### src/rtl/text_console_writer.sv
// Character-overlay screen writer: decodes a byte stream into cursor moves and buffer writes,
// with auto-wrap, hardware scroll (top_row offset) and blanking of rows / the whole screen.
module text_console_writer #(
    parameter int unsigned COLS   = 80,
    parameter int unsigned ROWS   = 25,
    parameter int unsigned STRIDE = 128,
    parameter logic [7:0]  BLANK  = 8'h20
) (
    input  logic        vo_clk,
    input  logic        vo_reset,
    input  logic        in_valid,
    output logic        in_ready,
    input  logic [7:0]  in_char,
    output logic        buf_wr,
    output logic [11:0] buf_wr_addr,
    output logic [7:0]  buf_wr_data,
    output logic [4:0]  top_row,
    output logic [6:0]  cursor_x,
    output logic [4:0]  cursor_y,
    output logic        busy
);

    localparam int unsigned SW = $clog2(STRIDE);

    typedef enum logic [1:0] {CLEAR_ALL, IDLE, CLEAR_ROW} state_t;

    state_t      state, state_d;
    logic [4:0]  clr_row, clr_row_d;
    logic [6:0]  clr_col, clr_col_d;
    logic [4:0]  top_d, y_d;
    logic [6:0]  x_d;
    logic        wr_d;
    logic [11:0] addr_d;
    logic [7:0]  data_d;
    logic [5:0]  row_sum;
    logic [4:0]  phys_row;
    logic        do_nl;

    function automatic logic [11:0] addr_of(input logic [4:0] row, input logic [6:0] col);
        return (12'(row) << SW) | 12'(col);
    endfunction

    assign in_ready = (state == IDLE);
    assign busy     = ~in_ready;

    always_comb begin
        row_sum  = {1'b0, cursor_y} + {1'b0, top_row};
        phys_row = (row_sum >= 6'(ROWS)) ? 5'(row_sum - 6'(ROWS)) : row_sum[4:0];
    end

    always_comb begin
        state_d   = state;
        clr_row_d = clr_row;
        clr_col_d = clr_col;
        top_d     = top_row;
        x_d       = cursor_x;
        y_d       = cursor_y;
        wr_d      = 1'b0;
        addr_d    = buf_wr_addr;
        data_d    = buf_wr_data;
        do_nl     = 1'b0;
        case (state)
            CLEAR_ALL: begin
                if (clr_row == 5'(ROWS)) begin
                    state_d = IDLE;
                end else begin
                    wr_d   = 1'b1;
                    addr_d = addr_of(clr_row, clr_col);
                    data_d = BLANK;
                    if (clr_col == 7'(COLS - 1)) begin
                        clr_col_d = '0;
                        clr_row_d = clr_row + 5'd1;
                    end else begin
                        clr_col_d = clr_col + 7'd1;
                    end
                end
            end
            CLEAR_ROW: begin
                if (clr_col == 7'(COLS)) begin
                    state_d = IDLE;
                end else begin
                    wr_d      = 1'b1;
                    addr_d    = addr_of(clr_row, clr_col);
                    data_d    = BLANK;
                    clr_col_d = clr_col + 7'd1;
                end
            end
            IDLE: begin
                if (in_valid) begin
                    if (in_char >= 8'h20) begin
                        wr_d   = 1'b1;
                        addr_d = addr_of(phys_row, cursor_x);
                        data_d = in_char;
                        if (cursor_x == 7'(COLS - 1)) begin
                            x_d   = '0;
                            do_nl = 1'b1;
                        end else begin
                            x_d = cursor_x + 7'd1;
                        end
                    end else begin
                        case (in_char)
                            8'h0D: x_d = '0;
                            8'h0A: do_nl = 1'b1;
                            8'h08: begin
                                if (cursor_x != '0) begin
                                    x_d    = cursor_x - 7'd1;
                                    wr_d   = 1'b1;
                                    addr_d = addr_of(phys_row, cursor_x - 7'd1);
                                    data_d = BLANK;
                                end
                            end
                            8'h0C: begin
                                top_d     = '0;
                                x_d       = '0;
                                y_d       = '0;
                                clr_row_d = '0;
                                clr_col_d = '0;
                                state_d   = CLEAR_ALL;
                            end
                            default: ;
                        endcase
                    end
                    if (do_nl) begin
                        if (cursor_y < 5'(ROWS - 1)) begin
                            y_d = cursor_y + 5'd1;
                        end else begin
                            top_d     = (top_row == 5'(ROWS - 1)) ? '0 : top_row + 5'd1;
                            clr_row_d = top_row;
                            state_d   = CLEAR_ROW;
                            // A bare LF has no char write pending, so the row clear starts right away.
                            if (!wr_d) begin
                                wr_d      = 1'b1;
                                addr_d    = addr_of(top_row, '0);
                                data_d    = BLANK;
                                clr_col_d = 7'd1;
                            end else begin
                                clr_col_d = '0;
                            end
                        end
                    end
                end
            end
            default: state_d = CLEAR_ALL;
        endcase
    end

    always_ff @(posedge vo_clk) begin
        if (vo_reset) begin
            state       <= CLEAR_ALL;
            clr_row     <= '0;
            clr_col     <= '0;
            top_row     <= '0;
            cursor_x    <= '0;
            cursor_y    <= '0;
            buf_wr      <= 1'b0;
            buf_wr_addr <= '0;
            buf_wr_data <= '0;
        end else begin
            state       <= state_d;
            clr_row     <= clr_row_d;
            clr_col     <= clr_col_d;
            top_row     <= top_d;
            cursor_x    <= x_d;
            cursor_y    <= y_d;
            buf_wr      <= wr_d;
            buf_wr_addr <= addr_d;
            buf_wr_data <= data_d;
        end
    end

endmodule

### config.mk
export PLATFORM = sky130hd
export DESIGN_NAME = text_console_writer
export DESIGN_NICKNAME = d
export VERILOG_FILES = /design/src/rtl/text_console_writer.sv
export SDC_FILE = /design/constraint.sdc
export NUM_CORES = 1
export LEC_CHECK = 0
export BUFFER_PORTS_ARGS = -buffer_cell sky130_fd_sc_hd__buf_4
export CAP_MARGIN = 20
export CORE_ASPECT_RATIO = 1.25
export CORE_MARGIN = 3
export CORE_UTILIZATION = 55
export DETAILED_ROUTE_END_ITERATION = 8
export GPL_ROUTABILITY_DRIVEN = 0
export PLACE_DENSITY = 0.78
export SKIP_LAST_GASP = 1
export SYNTH_ARGS = -nofsm -noshare
export SYNTH_HDL_FRONTEND = slang
export SYNTH_SLANG_ARGS = --single-unit
export TNS_END_PERCENT = 20
### constraint.sdc
create_clock -name vo_clk -period 7.5 [get_ports vo_clk]
set_input_delay 0 -clock vo_clk [delete_from_list [all_inputs] [get_ports vo_clk]]
set_output_delay 0 -clock vo_clk [all_outputs]
set_load 0.02 [all_outputs]
==> summary.txt <==
Outcome
  – Status: finished, final reports clean

Synthesis
  – Post-Syn Area: approximately 3700 um^2
  – Async SR Flop Fraction: 0%
  – Cell taking the most area after synthesis: dfxtp_1
  – Post-Synthesis Cells: between 400 and 500
  – EDFF count, synth: 0
  – YS warnings: 0
  – Area contributors post-synth: dfxtp_1 (28%), ha_1 (7.1%), a21oi_1 (6.2%)
  – Register area share after synthesis: 28.0%
  – Synth cell types: between 70 and 80
  – Syn_area_per_cell: about 7.7 um^2
  – Synth Register Bits: 52
  – Top FF cell, synth: dfxtp_1
  – Syn Nets: about 510
  – Yosys top cell area share: between 20% and 30%

STA
  – Final-report max-slew violation count: 0
  – Fin crit period: between 2 and 3 ns
  – Slew headroom: between 30% and 40%
  – Fin. Hold Viols: 0
  – Hold Slack: roughly 0.011 ns
  – Setup TNS: 0 ns
  – Clock Skew: ~0.0080 ns
  – Max Clk Rate: 337 MHz
  – # setup viols final: 0
  – Worst slew pin tran: about 0.92 ns
  – Part of the cycle the worst path needs: approximately two fifths
  – RSZ-0062 raised after global routing: false

Route
  – Via density: roughly 6.6
  – Wire per inst: approximately 18 um
  – DRC viols: 0
  – DRT iter0 DRCs: a little over 300
  – DRT Pass-1 Iters: 5
  – WL final: 11.0 mm
  – Vias post-DR: 3993
  – Remaining antenna violation count after routing: 0

Critical path
  – CP Capture Type: flop
  – Startpoint Class: flop
  – Worst Path Required: between 7 and 8 ns
  – R2r setup slk: 4.53 ns
  – CP startpoint: cursor_x[0]
  – Arrival @ worst endpoint: 3.13 ns
  – Crit-path leading delay family: compound AO/OA/AOI/OAI gates
  – Slowest-stage cell, CP: a211oi_2
  – Critical Path Max Stage Delay: 0.75 ns
  – CP bufs+invs: 1
  – CP Class: flop to flop
  – Worst R2R Start: cursor_x[0]
  – Crit Path Max Fanout: 12
  – Sequence of cells on the critical path: inv_1 -> ha_1 -> nor3b_1 -> a211oi_2 -> nor2_1 -> a311o_1 -> mux2i_1 -> a211oi_1

Clock tree
  – CTS tree: built
  – Htree depth: 2
  – Setup Fix Bufs, Post-CTS: 0
  – Skew-Pair Late Insertion Delay: between 0.3 and 0.4 ns
  – Post-CTS Hold Fix Bufs: 5
  – CTS Buf Count: 5
  – Clk sinks: 52
  – Resized Gates After CTS: 0
  – Clock slew at reported path FFs: ~0.1 ns
  – Root Buffer: clkbuf_8
  – Clk buf depth: 2

Die
  – I/O Pins: approximately 50
  – Initial core utilization: 58.4%
  – Core ar.: ~6400 um^2
  – # rows: 32
  – Die Span Y: between 90 and 100 um
  – Die width: a little under 80 um
  – Die Area: slightly below 8000 um^2

Final layout
  – Layout Cells excl Fill: 603
  – Ratio of cells with drive above 1 in the final layout: 14.9%
  – Final nets: 550
  – Filler instances: between 500 and 600
  – Area grow syn2layout: 13.9%
  – # diodes: 0

Global route
  – All-layer global routing usage: about 28%
  – Initial antenna violation count: 0
  – Global-route wire length before repair: between 15 and 20 mm
  – Vias in the first global route: approximately 3700
  – Largest net degree at the start of global routing: ~50
  – Gr ovfl total: 0

Worst hold path
  – Worst hold-check path type: input port to flop
  – Hold wc startpoint: in_char[6]

Placed design
  – Number of port buffers: 50
  – DP Wirelength: between 7 and 8 mm
  – Placed cells: slightly below 600

Pwr
  – Peak VDD IR: roughly 0.068 mV
  – LEAKAGE: roughly 0.0016 uW
  – Power Density: between 100 and 150 nW/um^2

Flow run
  – Max Cap Violations: 0
==> metal layers <==
| metal | global-route usage [%] | up-vias | wire [um] |
|---|---|---|---|
| li1 | - | 1901 | - |
| met1 | 35.4 | 1885 | 4470 |
| met2 | 46.3 | 175 | 5490 |
| met3 | 3.97 | 32 | 684 |
| met4 | 10.6 | 0 | 308 |
| met5 | 0 | - | 0 |
==> worst min-delay path, delay by kind of cell <==
kind                   cells  cell delay, ns
AND/OR/NAND/NOR            1            0.09
AO/OA/AOI/OAI              1            0.10
buffers and inverters      1            0.10
==> final timing paths <==
kind	end	cells after the start
max	buf_wr_addr[0]	8
min	buf_wr_data[6]	3
max reg2reg	buf_wr_addr[0]	8
min reg2reg	buf_wr_addr[10]	2
==> cell usage in the layout (no fill, tap or decap), drive strengths merged, types with 15 or more instances in the layout <==
cell type,instances
a21oi,47
buf,52
dfxtp,52
ha,21
inv,20
nand2,30
nand3,15
nor2,44
nor3,20
o21ai,37
==> stage by stage <==
step	utilization, %	power, uW	worst slack (ns)	instance area, um^2
2_1_floorplan	-	308	4.78	3710
3_3_place_gp	64.3	322	4.79	4100
3_5_place_dp	64.3	323	4.64	4100
4_1_cts	66.5	487	4.61	4230
5_1_grt	66.5	505	4.31	4230
6_report	66.5	485	4.53	4230
==> registers in the layout, summed over array words and instances, names as in the netlist <==
signal	cells
clr_col	7
state	2
clr_row	5
cursor_x	7
cursor_y	5
buf_wr_data	8
buf_wr_addr	12
top_row	5
buf_wr	1
==> Yosys cell counts, types with 7 or more instances <==
cell	n
nand3_1	15
a21oi_1	46
inv_1	20
nand4_1	8
mux2i_1	7
o21ai_0	35
a31oi_1	10
a22oi_1	14
nor3_1	19
dfxtp_1	52
clkbuf_1	20
ha_1	21
nand2_1	29
nor2_1	44
a211oi_1	8
and3_1	8
or3_1	7
==> kinds of logic after synthesis <==
logic type / after synthesis / synth area share [%]
simple gates: 175 / 25.2
fa+ha+maj: 22 / 7.61
xor+xnor: 7 / 1.65
buf+inv: 48 / 5.29
compound gates: 169 / 30.0
mux: 8 / 2.19
flops: 52 / 28.0
==> final cells by class <==
cell class / instances / area [um^2] / share of cell area, %
Tap cell: 85 / 106 / 2.51
Inverter: 20 / 75.1 / 1.77
Clock buffer: 5 / 68.8 / 1.63
Multi-Input combinational cell: 381 / 2480 / 58.6
Sequential cell: 52 / 1040 / 24.6
Clock inverter: 3 / 18.8 / 0.443
Timing Repair Buffer: 57 / 440 / 10.4
==> report_power, final <==
group | leakage [uW] | internal (uW) | switching (uW)
combinational | 0.00112 | 14.4 | 22.9
sequential | 0.000420 | 279 | 3.15
clock | 0.0000479 | 65.4 | 101
total | 0.00159 | 358 | 127
Note: power is estimated with default switching activity, not from simulation.
